<file path="config.mk">
export PLATFORM = sky130hd
export DESIGN_NAME = mdu_issue_ctrl
export DESIGN_NICKNAME = d
export VERILOG_FILES = /design/src/rtl/mdu_pkg.sv /design/src/rtl/mdu_decode.sv /design/src/rtl/mdu_issue_ctrl.sv
export SDC_FILE = /design/constraint.sdc
export NUM_CORES = 1
export LEC_CHECK = 0
export ABC_AREA = 1
export BUFFER_PORTS_ARGS = -buffer_cell sky130_fd_sc_hd__buf_2
export CAP_MARGIN = 20
export CORE_MARGIN = 4
export CORE_UTILIZATION = 30
export CTS_CLUSTER_SIZE = 24
export DETAILED_ROUTE_END_ITERATION = 16
export PLACE_DENSITY = 0.52
export SLEW_MARGIN = 30
export SYNTH_ARGS = -nofsm -noshare
export SYNTH_HDL_FRONTEND = slang
export SYNTH_SLANG_ARGS = --single-unit
</file>
<file path="constraint.sdc">
create_clock -name clk -period 2.3 [get_ports clk]
set_clock_uncertainty 0.2 [all_clocks]
set_input_delay 0.575 -clock clk [delete_from_list [all_inputs] [get_ports clk]]
set_output_delay 0.575 -clock clk [all_outputs]
set_load 0.02 [all_outputs]
</file>
<file path="src/rtl/mdu_pkg.sv">
// Shared definitions for the multiply/divide unit and its issue logic:
// op codes, SPECIAL-opcode funct values and default latencies.
package mdu_pkg;

  typedef enum logic [3:0] {
    OP_NOP   = 4'd0,
    OP_MULT  = 4'd1,
    OP_MULTU = 4'd2,
    OP_DIV   = 4'd3,
    OP_DIVU  = 4'd4,
    OP_MFHI  = 4'd5,
    OP_MFLO  = 4'd6,
    OP_MTHI  = 4'd7,
    OP_MTLO  = 4'd8
  } mdu_op_e;

  localparam logic [5:0] OPC_SPECIAL = 6'h00;

  localparam logic [5:0] FUNCT_MFHI  = 6'h10;
  localparam logic [5:0] FUNCT_MTHI  = 6'h11;
  localparam logic [5:0] FUNCT_MFLO  = 6'h12;
  localparam logic [5:0] FUNCT_MTLO  = 6'h13;
  localparam logic [5:0] FUNCT_MULT  = 6'h18;
  localparam logic [5:0] FUNCT_MULTU = 6'h19;
  localparam logic [5:0] FUNCT_DIV   = 6'h1A;
  localparam logic [5:0] FUNCT_DIVU  = 6'h1B;

  localparam int unsigned MULT_CYC_DEFAULT = 5;
  localparam int unsigned DIV_CYC_DEFAULT  = 10;

  // Ops that launch a multi-cycle operation inside the MDU
  function automatic logic is_start_op(input logic [3:0] op);
    return (op == OP_MULT) || (op == OP_MULTU) || (op == OP_DIV) || (op == OP_DIVU);
  endfunction

  function automatic logic is_mult_op(input logic [3:0] op);
    return (op == OP_MULT) || (op == OP_MULTU);
  endfunction

endpackage

</file>
<file path="src/rtl/mdu_decode.sv">
// Combinational instruction -> MDU op decode; anything that is not an
// MDU-class SPECIAL instruction decodes to nop.
module mdu_decode
  import mdu_pkg::*;
(
  input  logic [31:0] instr,
  output logic [3:0]  op
);

  // Only opcode and funct select the op; the register fields are ignored
  logic unused_instr_bits;
  assign unused_instr_bits = ^instr[25:6];

  always_comb begin
    op = OP_NOP;
    if (instr[31:26] == OPC_SPECIAL) begin
      case (instr[5:0])
        FUNCT_MULT:  op = OP_MULT;
        FUNCT_MULTU: op = OP_MULTU;
        FUNCT_DIV:   op = OP_DIV;
        FUNCT_DIVU:  op = OP_DIVU;
        FUNCT_MFHI:  op = OP_MFHI;
        FUNCT_MFLO:  op = OP_MFLO;
        FUNCT_MTHI:  op = OP_MTHI;
        FUNCT_MTLO:  op = OP_MTLO;
        default:     op = OP_NOP;
      endcase
    end
  end

endmodule

</file>
<file path="src/rtl/mdu_issue_ctrl.sv">
// MDU initiator: D-stage decode, D->E operand register and a shadow busy
// counter that stalls any MDU instruction while a mult/div is in flight.
module mdu_issue_ctrl
  import mdu_pkg::*;
#(
  parameter int unsigned MULT_CYC = MULT_CYC_DEFAULT,
  parameter int unsigned DIV_CYC  = DIV_CYC_DEFAULT,
  parameter int unsigned CNT_W    = 4
) (
  input  logic        clk,
  input  logic        reset,
  input  logic [31:0] instr_D,
  input  logic [31:0] rs_data_D,
  input  logic [31:0] rt_data_D,
  input  logic        stall_ext,
  output logic [3:0]  mdu_op_D,
  output logic [3:0]  mdu_op_E,
  output logic [31:0] mdu_a_E,
  output logic [31:0] mdu_b_E,
  output logic        stall_mdu,
  output logic        busy
);

  logic [CNT_W-1:0] cnt;
  logic             start_E;

  mdu_decode u_decode (
    .instr (instr_D),
    .op    (mdu_op_D)
  );

  assign start_E   = is_start_op(mdu_op_E);
  assign busy      = (cnt != '0);
  // The issue cycle itself also blocks, so the counter never needs to be reloaded while running
  assign stall_mdu = (mdu_op_D != OP_NOP) && (start_E || busy);

  always_ff @(posedge clk) begin
    if (reset) begin
      cnt <= '0;
    end else if (start_E) begin
      cnt <= is_mult_op(mdu_op_E) ? CNT_W'(MULT_CYC) : CNT_W'(DIV_CYC);
    end else if (busy) begin
      cnt <= cnt - CNT_W'(1);
    end
  end

  // Operands are held under a bubble; only the op is squashed
  always_ff @(posedge clk) begin
    if (reset) begin
      mdu_op_E <= OP_NOP;
      mdu_a_E  <= '0;
      mdu_b_E  <= '0;
    end else if (stall_mdu || stall_ext) begin
      mdu_op_E <= OP_NOP;
    end else begin
      mdu_op_E <= mdu_op_D;
      mdu_a_E  <= rs_data_D;
      mdu_b_E  <= rt_data_D;
    end
  end

endmodule

</file>
**Word level (Yosys, flattened, before mapping)**

Memory sizes are Yosys's and may differ from the RTL's.
Cells that the tools add are included.

- Memories: 1
- Word-level logic and storage cells: 26
- Bits in registers: 72
- Output and inout bits: 74
- Bits in read-only memories: 128

Memory list:

| name | depth | bits a word | rd ports | clocked after memory_dff | write ports | RTL line | text |
|---|---|---|---|---|---|---|---|
| (name not given) | 32 | 4 | 1 | 0 | 0 | mdu_decode.sv:17 | `case (instr[5:0])` |

- Equality and inequality tests: 4
- Add/sub/neg operators: 1
- Reduce and logical (&&, ||, !) cells: 11
- Muxes and demuxes: 5

Operator list:

| cell | number |
|---|---|
| two-way mux 4 bit | 5 |
| equality test 4 x 2 -> 1 bit (second input constant) | 2 |
| nonzero test 4 bit | 2 |
| zero test 6 bit | 1 |
| logical OR 1 bit | 5 |
| equality test 4 x 1 -> 1 bit (second input constant) | 1 |
| equality test 4 x 3 -> 1 bit (second input constant) | 1 |
| subtractor 4 x 1 -> 4 bit (second input constant) | 1 |
| nonzero test 2 bit | 1 |
| OR reduction 2 bit | 1 |
| logical AND 1 bit | 1 |

**Logic depth before layout (Yosys ltp)**

- Depth in word-level cells: 8
- Gate-level depth with buffers: 13

**Hierarchy**

A second synthesis with hierarchy kept.

- Cell total of the unflattened synthesis: 510
- Area, all modules: 3529.6 um^2

By module, submodules not included:

| module | instances | area an instance (um^2) | cells each |
|---|---|---|---|
| mdu_issue_ctrl | 1 | 3388.2 | 486 |
| mdu_decode | 1 | 141.4 | 24 |

**Least setup slack after synthesis**

Ideal clock, no wire load.

- Path type: in2out
- Start: input instr_D[0]
- End: output stall_mdu
- Required time: 1.525 ns
- Path slack: -0.085 ns
- Buffers on the path: 2
- Data arrival time: 1.610 ns
- Stages: 8
- Path through: ha_1 -> o21bai_1 -> nand3_1 -> nand3_1 -> nand2_4 -> buf_12 -> buf_6 -> inv_1

- Longest elaborated chain between the ends: 5

RTL lines:

| element | RTL line | text |
|---|---|---|
| from (decl) | mdu_issue_ctrl.sv:12 | `input logic [31:0] instr_D,` |
| memory read (32 x 4 bit) | n/a |  |
| two-way mux 4 bit | mdu_decode.sv:17 |  |
| two-way mux 4 bit | mdu_decode.sv:16 | `if (instr[31:26] == OPC_SPECIAL) begin` |
| nonzero test 4 bit | mdu_issue_ctrl.sv:35 | `assign stall_mdu = (mdu_op_D != OP_NOP) && (start_E \|\| busy);` |
| logical AND 1 bit | mdu_issue_ctrl.sv:35 |  |
| to (decl) | mdu_issue_ctrl.sv:20 | `output logic stall_mdu,` |

No other way between the ends.

**Worst setup path in the final report**

- Start: input instr_D[0]
- End: output mdu_op_D[3]

- Longest elaborated chain between the ends: 3

RTL lines:

| element | RTL line | text |
|---|---|---|
| memory read (32 x 4 bit) | n/a |  |
| two-way mux 4 bit | mdu_decode.sv:17 |  |
| two-way mux 4 bit | mdu_decode.sv:16 |  |
| to (decl) | mdu_issue_ctrl.sv:16 | `output logic [3:0] mdu_op_D,` |

No other way between the ends.

==> impl_metrics.csv <==
group,metric,value,unit
status,outcome,"finished, final reports clean",
power,peakVddDrop,0.000419,V
drt,dr.pass1.iters,4,
drt,viasPerCell,4.28,
sta,fin_crit_sh,0.971,
synthesis,synth_area_leader_cell,"dfxtp_1",
synthesis,synth-main-ff-cell,"dfxtp_1",
finish,nets,758,
drt,num_vias,3565,
cts,cts_tree,"yes",
synthesis,syn-cell-area,3870,um2
finish,stdcell_area,5310,um2
sta,min_period,2230,ps
finish,diodes,0,
synthesis,yosysWarnings,0,
grt,grt_pass1_wl,15.6,mm
drt,ant_nets,0,
power,powerDensity,687,nW/um2
floorplanning,ioPinCount,173,
sta,maxSlewHeadroom,0.751,
worst_setup_path,crit_family,"buffers and inverters",
worst_setup_path,max_stage_delay,150,ps
sta,hold_viol_final,0,
grt,first_global_vias,3370,
drt,drt_iter0_markers,121,
worst_setup_path,cp_cell_sequence,"buf_6, ha_4, nand2_2, nor2_1, nand3_2, buf_4, inv_1, buf_2",
cts,ctsHoldBuffers,0,
sta,layout_setup_ws,65.9,ps
cts,clk_path_buf_depth,2,
worst_setup_path,crit_buf_inv,4,
floorplanning,initial_core_util,0.307,
finish,multi_input_area,1950,um2
synthesis,synth_top_area_frac,0.373,
drt,wl_per_cell,11.6,um
worst_setup_path,crit_fanout,3,
floorplanning,fp.dieArea,14800,um2
finish,area_growth,37.4,%
synthesis,seq_area_frac_synth,0.373,
finish,final_layout_size_suffix_gt1_frac,0.502,
finish,seq_area,1440,um2
synthesis,yosys-top-cells-count,"inv_1, dfxtp_1, nand2_1",
synthesis,yosysMostFrequentCell,"inv_1",
floorplanning,core_area,12600,um2
synthesis,synth.net_count,605,
worst_setup_path,r2r-end,"mdu_a_E[26]",
worst_setup_path,endpoint,"mdu_op_D[3]",
grt,grt_max_degree,38,
power,leakage,2.83,nW
sta,worst_pin_slew,374,ps
worst_setup_path,cp_slowest_cell,"buf_4",
sta,hold-worst-slack,276,ps
finish,fin_cells,832,
worst_setup_path,r2r_start,"mdu_op_E[0]",
worst_setup_path,rrSetupSlack,230,ps
floorplanning,fp.dieH,122,um
drt,drt_wl_total,9.68,mm
floorplanning,die_w,122,um
drt,drc,0,
placed_design,place_area,4880,um2
floorplanning,fp-row-count,41,
synthesis,synth.distinct_cells,31,
finish,fillers,1321,
synthesis,synth_cells,502,
placed_design,routabilityCongestion,0.853,
worst_setup_path,cp.arrival,1460,ps
cts,cts.clk_slew.worst_paths,50,ps
worst_setup_path,ff2ff_path_depth,12,
cts,clock-sinks,72,
worst_setup_path,crit_path_start_kind,"input port",
min_path,holdCritPathClass,"reg2reg",
synthesis,ys_async_sr_fraction,0,
power,finalPower,0.00365,W
cts,htree_levels,3,
placed_design,port_buffers,152,
synthesis,ys_seq_elements,72,
worst_setup_path,endpoint_kind,"output port",
placed_design,dp_hpwl,7.11,mm
cts,numCtsBuffers,9,
worst_setup_path,cp.depth,8,
placed_design,pre_cts_slack,-79.9,ps
placed_design,dp.cells,813,
sta,fmax,0.448,GHz
grt,grt_util_all_layers,0.131,
grt,antenna_found_initial,0,
flow_run,drv_cap,0,
synthesis,netlist_top_cells_area,"dfxtp_1, nand3_2, inv_1, a21oi_2, nand2_1",
sta,setup_viol,0,
synthesis,avgSynthCellArea,7.71,um2
synthesis,synth-edff-count,0,
worst_setup_path,startpoint,"instr_D[0]",
sta,slew_violations,0,
cts,clock_latency,330,ps
worst_setup_path,crit_required,1520,ps
cts,cts_root_buf,"clkbuf_16",
grt,grt-ovfl-total,0,
worst_setup_path,path_class,"in2out",
-- worst min-delay path by stage --
stage | from | to | slack [ps] | cells past startpoint
floorplan | cnt[1] | cnt[1] | 320 | 4
global placement | mdu_a_E[15] | mdu_a_E[15] | 260 | 2
detailed placement | mdu_a_E[9] | mdu_a_E[9] | 270 | 2
CTS | mdu_a_E[3] | mdu_a_E[3] | 280 | 2
global route | mdu_a_E[3] | mdu_a_E[3] | 300 | 2
finish | mdu_a_E[5] | mdu_a_E[5] | 280 | 2
-- per-layer routing --
metal | vias up | GRT usage | wire length, um
met5 | - | 0 | 0
met4 | 0 | 0.0602 | 192
met3 | 12 | 0.0436 | 632
li1 | 1865 | - | -
met1 | 1592 | 0.156 | 4250
met2 | 96 | 0.214 | 4600
-- layout by cell type (no fill, tap or decap), types with 2 or more instances in the layout --
master,instances
clkbuf_8,2
ha_4,2
nor2_1,29
clkbuf_1,2
a21oi_1,36
buf_12,7
nor3_1,5
nor2_2,44
ha_1,2
dfxtp_1,71
inv_2,5
inv_1,78
nand3_2,44
xor2_1,2
nor2_4,3
clkbuf_16,9
o21a_1,2
nand3_1,25
buf_4,20
buf_6,4
buf_2,147
nand2_1,71
a21oi_2,33
clkinv_2,2
-- state kept, by name (all words and copies together), names as in the netlist --
register / flops
mdu_a_E: 32
mdu_b_E: 32
cnt: 4
mdu_op_E: 4
-- where the power goes --
part / internal, W / leakage, nW / switching [W] / total [W]
logic: 0.000342 / 2.08 / 0.000493 / 0.000835
registers: 0.00135 / 0.598 / 0.0000592 / 0.00141
clock network: 0.000895 / 0.150 / 0.000508 / 0.00140
total: 0.00259 / 2.83 / 0.00106 / 0.00365
-- what timing repair did --
item | 4_1_cts | 5_1_grt
resized for setup | 7 | 20
endpoints found under the setup margin | 1 | 5
setup buffers | 2 | 1
cloned | 0 | 0
pin swaps | 5 | 7
-- final cells by class --
| cell class | instances | share of cell area |
|---|---|---|
| clock inverters | 3 | 0.00753 |
| clock buffers | 13 | 0.0490 |
| inverters | 86 | 0.0622 |
| flip-flops and latches | 72 | 0.271 |
| multi-input cells | 308 | 0.368 |
| repair buffers | 178 | 0.202 |
| well taps | 172 | 0.0405 |
-- metrics by stage --
step | utilization | setup TNS [ps]
3_5_place_dp | 0.387 | -816
5_1_grt | 0.421 | -0.758
2_1_floorplan | - | 0
3_3_place_gp | 0.387 | -198
6_report | 0.421 | 0
4_1_cts | 0.414 | 0
-- worst register-to-register path, delay by kind of cell (launching register included) --
family / cells / cell delay [ps]
DFF: 1 / 350
AOI/OAI and AO/OA: 2 / 280
and+or+nand+nor: 5 / 440
buffers and inverters: 5 / 690
-- logic make-up (layout without fill, tap and decap cells) --
kind of cell / Yosys count / after routing / synth area share
buf+inv: 122 / 280 / 0.147
xor+xnor: 2 / 2 / 0.00453
compound gates: 76 / 76 / 0.134
flops: 72 / 72 / 0.373
simple gates: 226 / 226 / 0.329
fa+ha+maj: 4 / 4 / 0.0129
No activity file was read; power rests on OpenSTA's default activity.
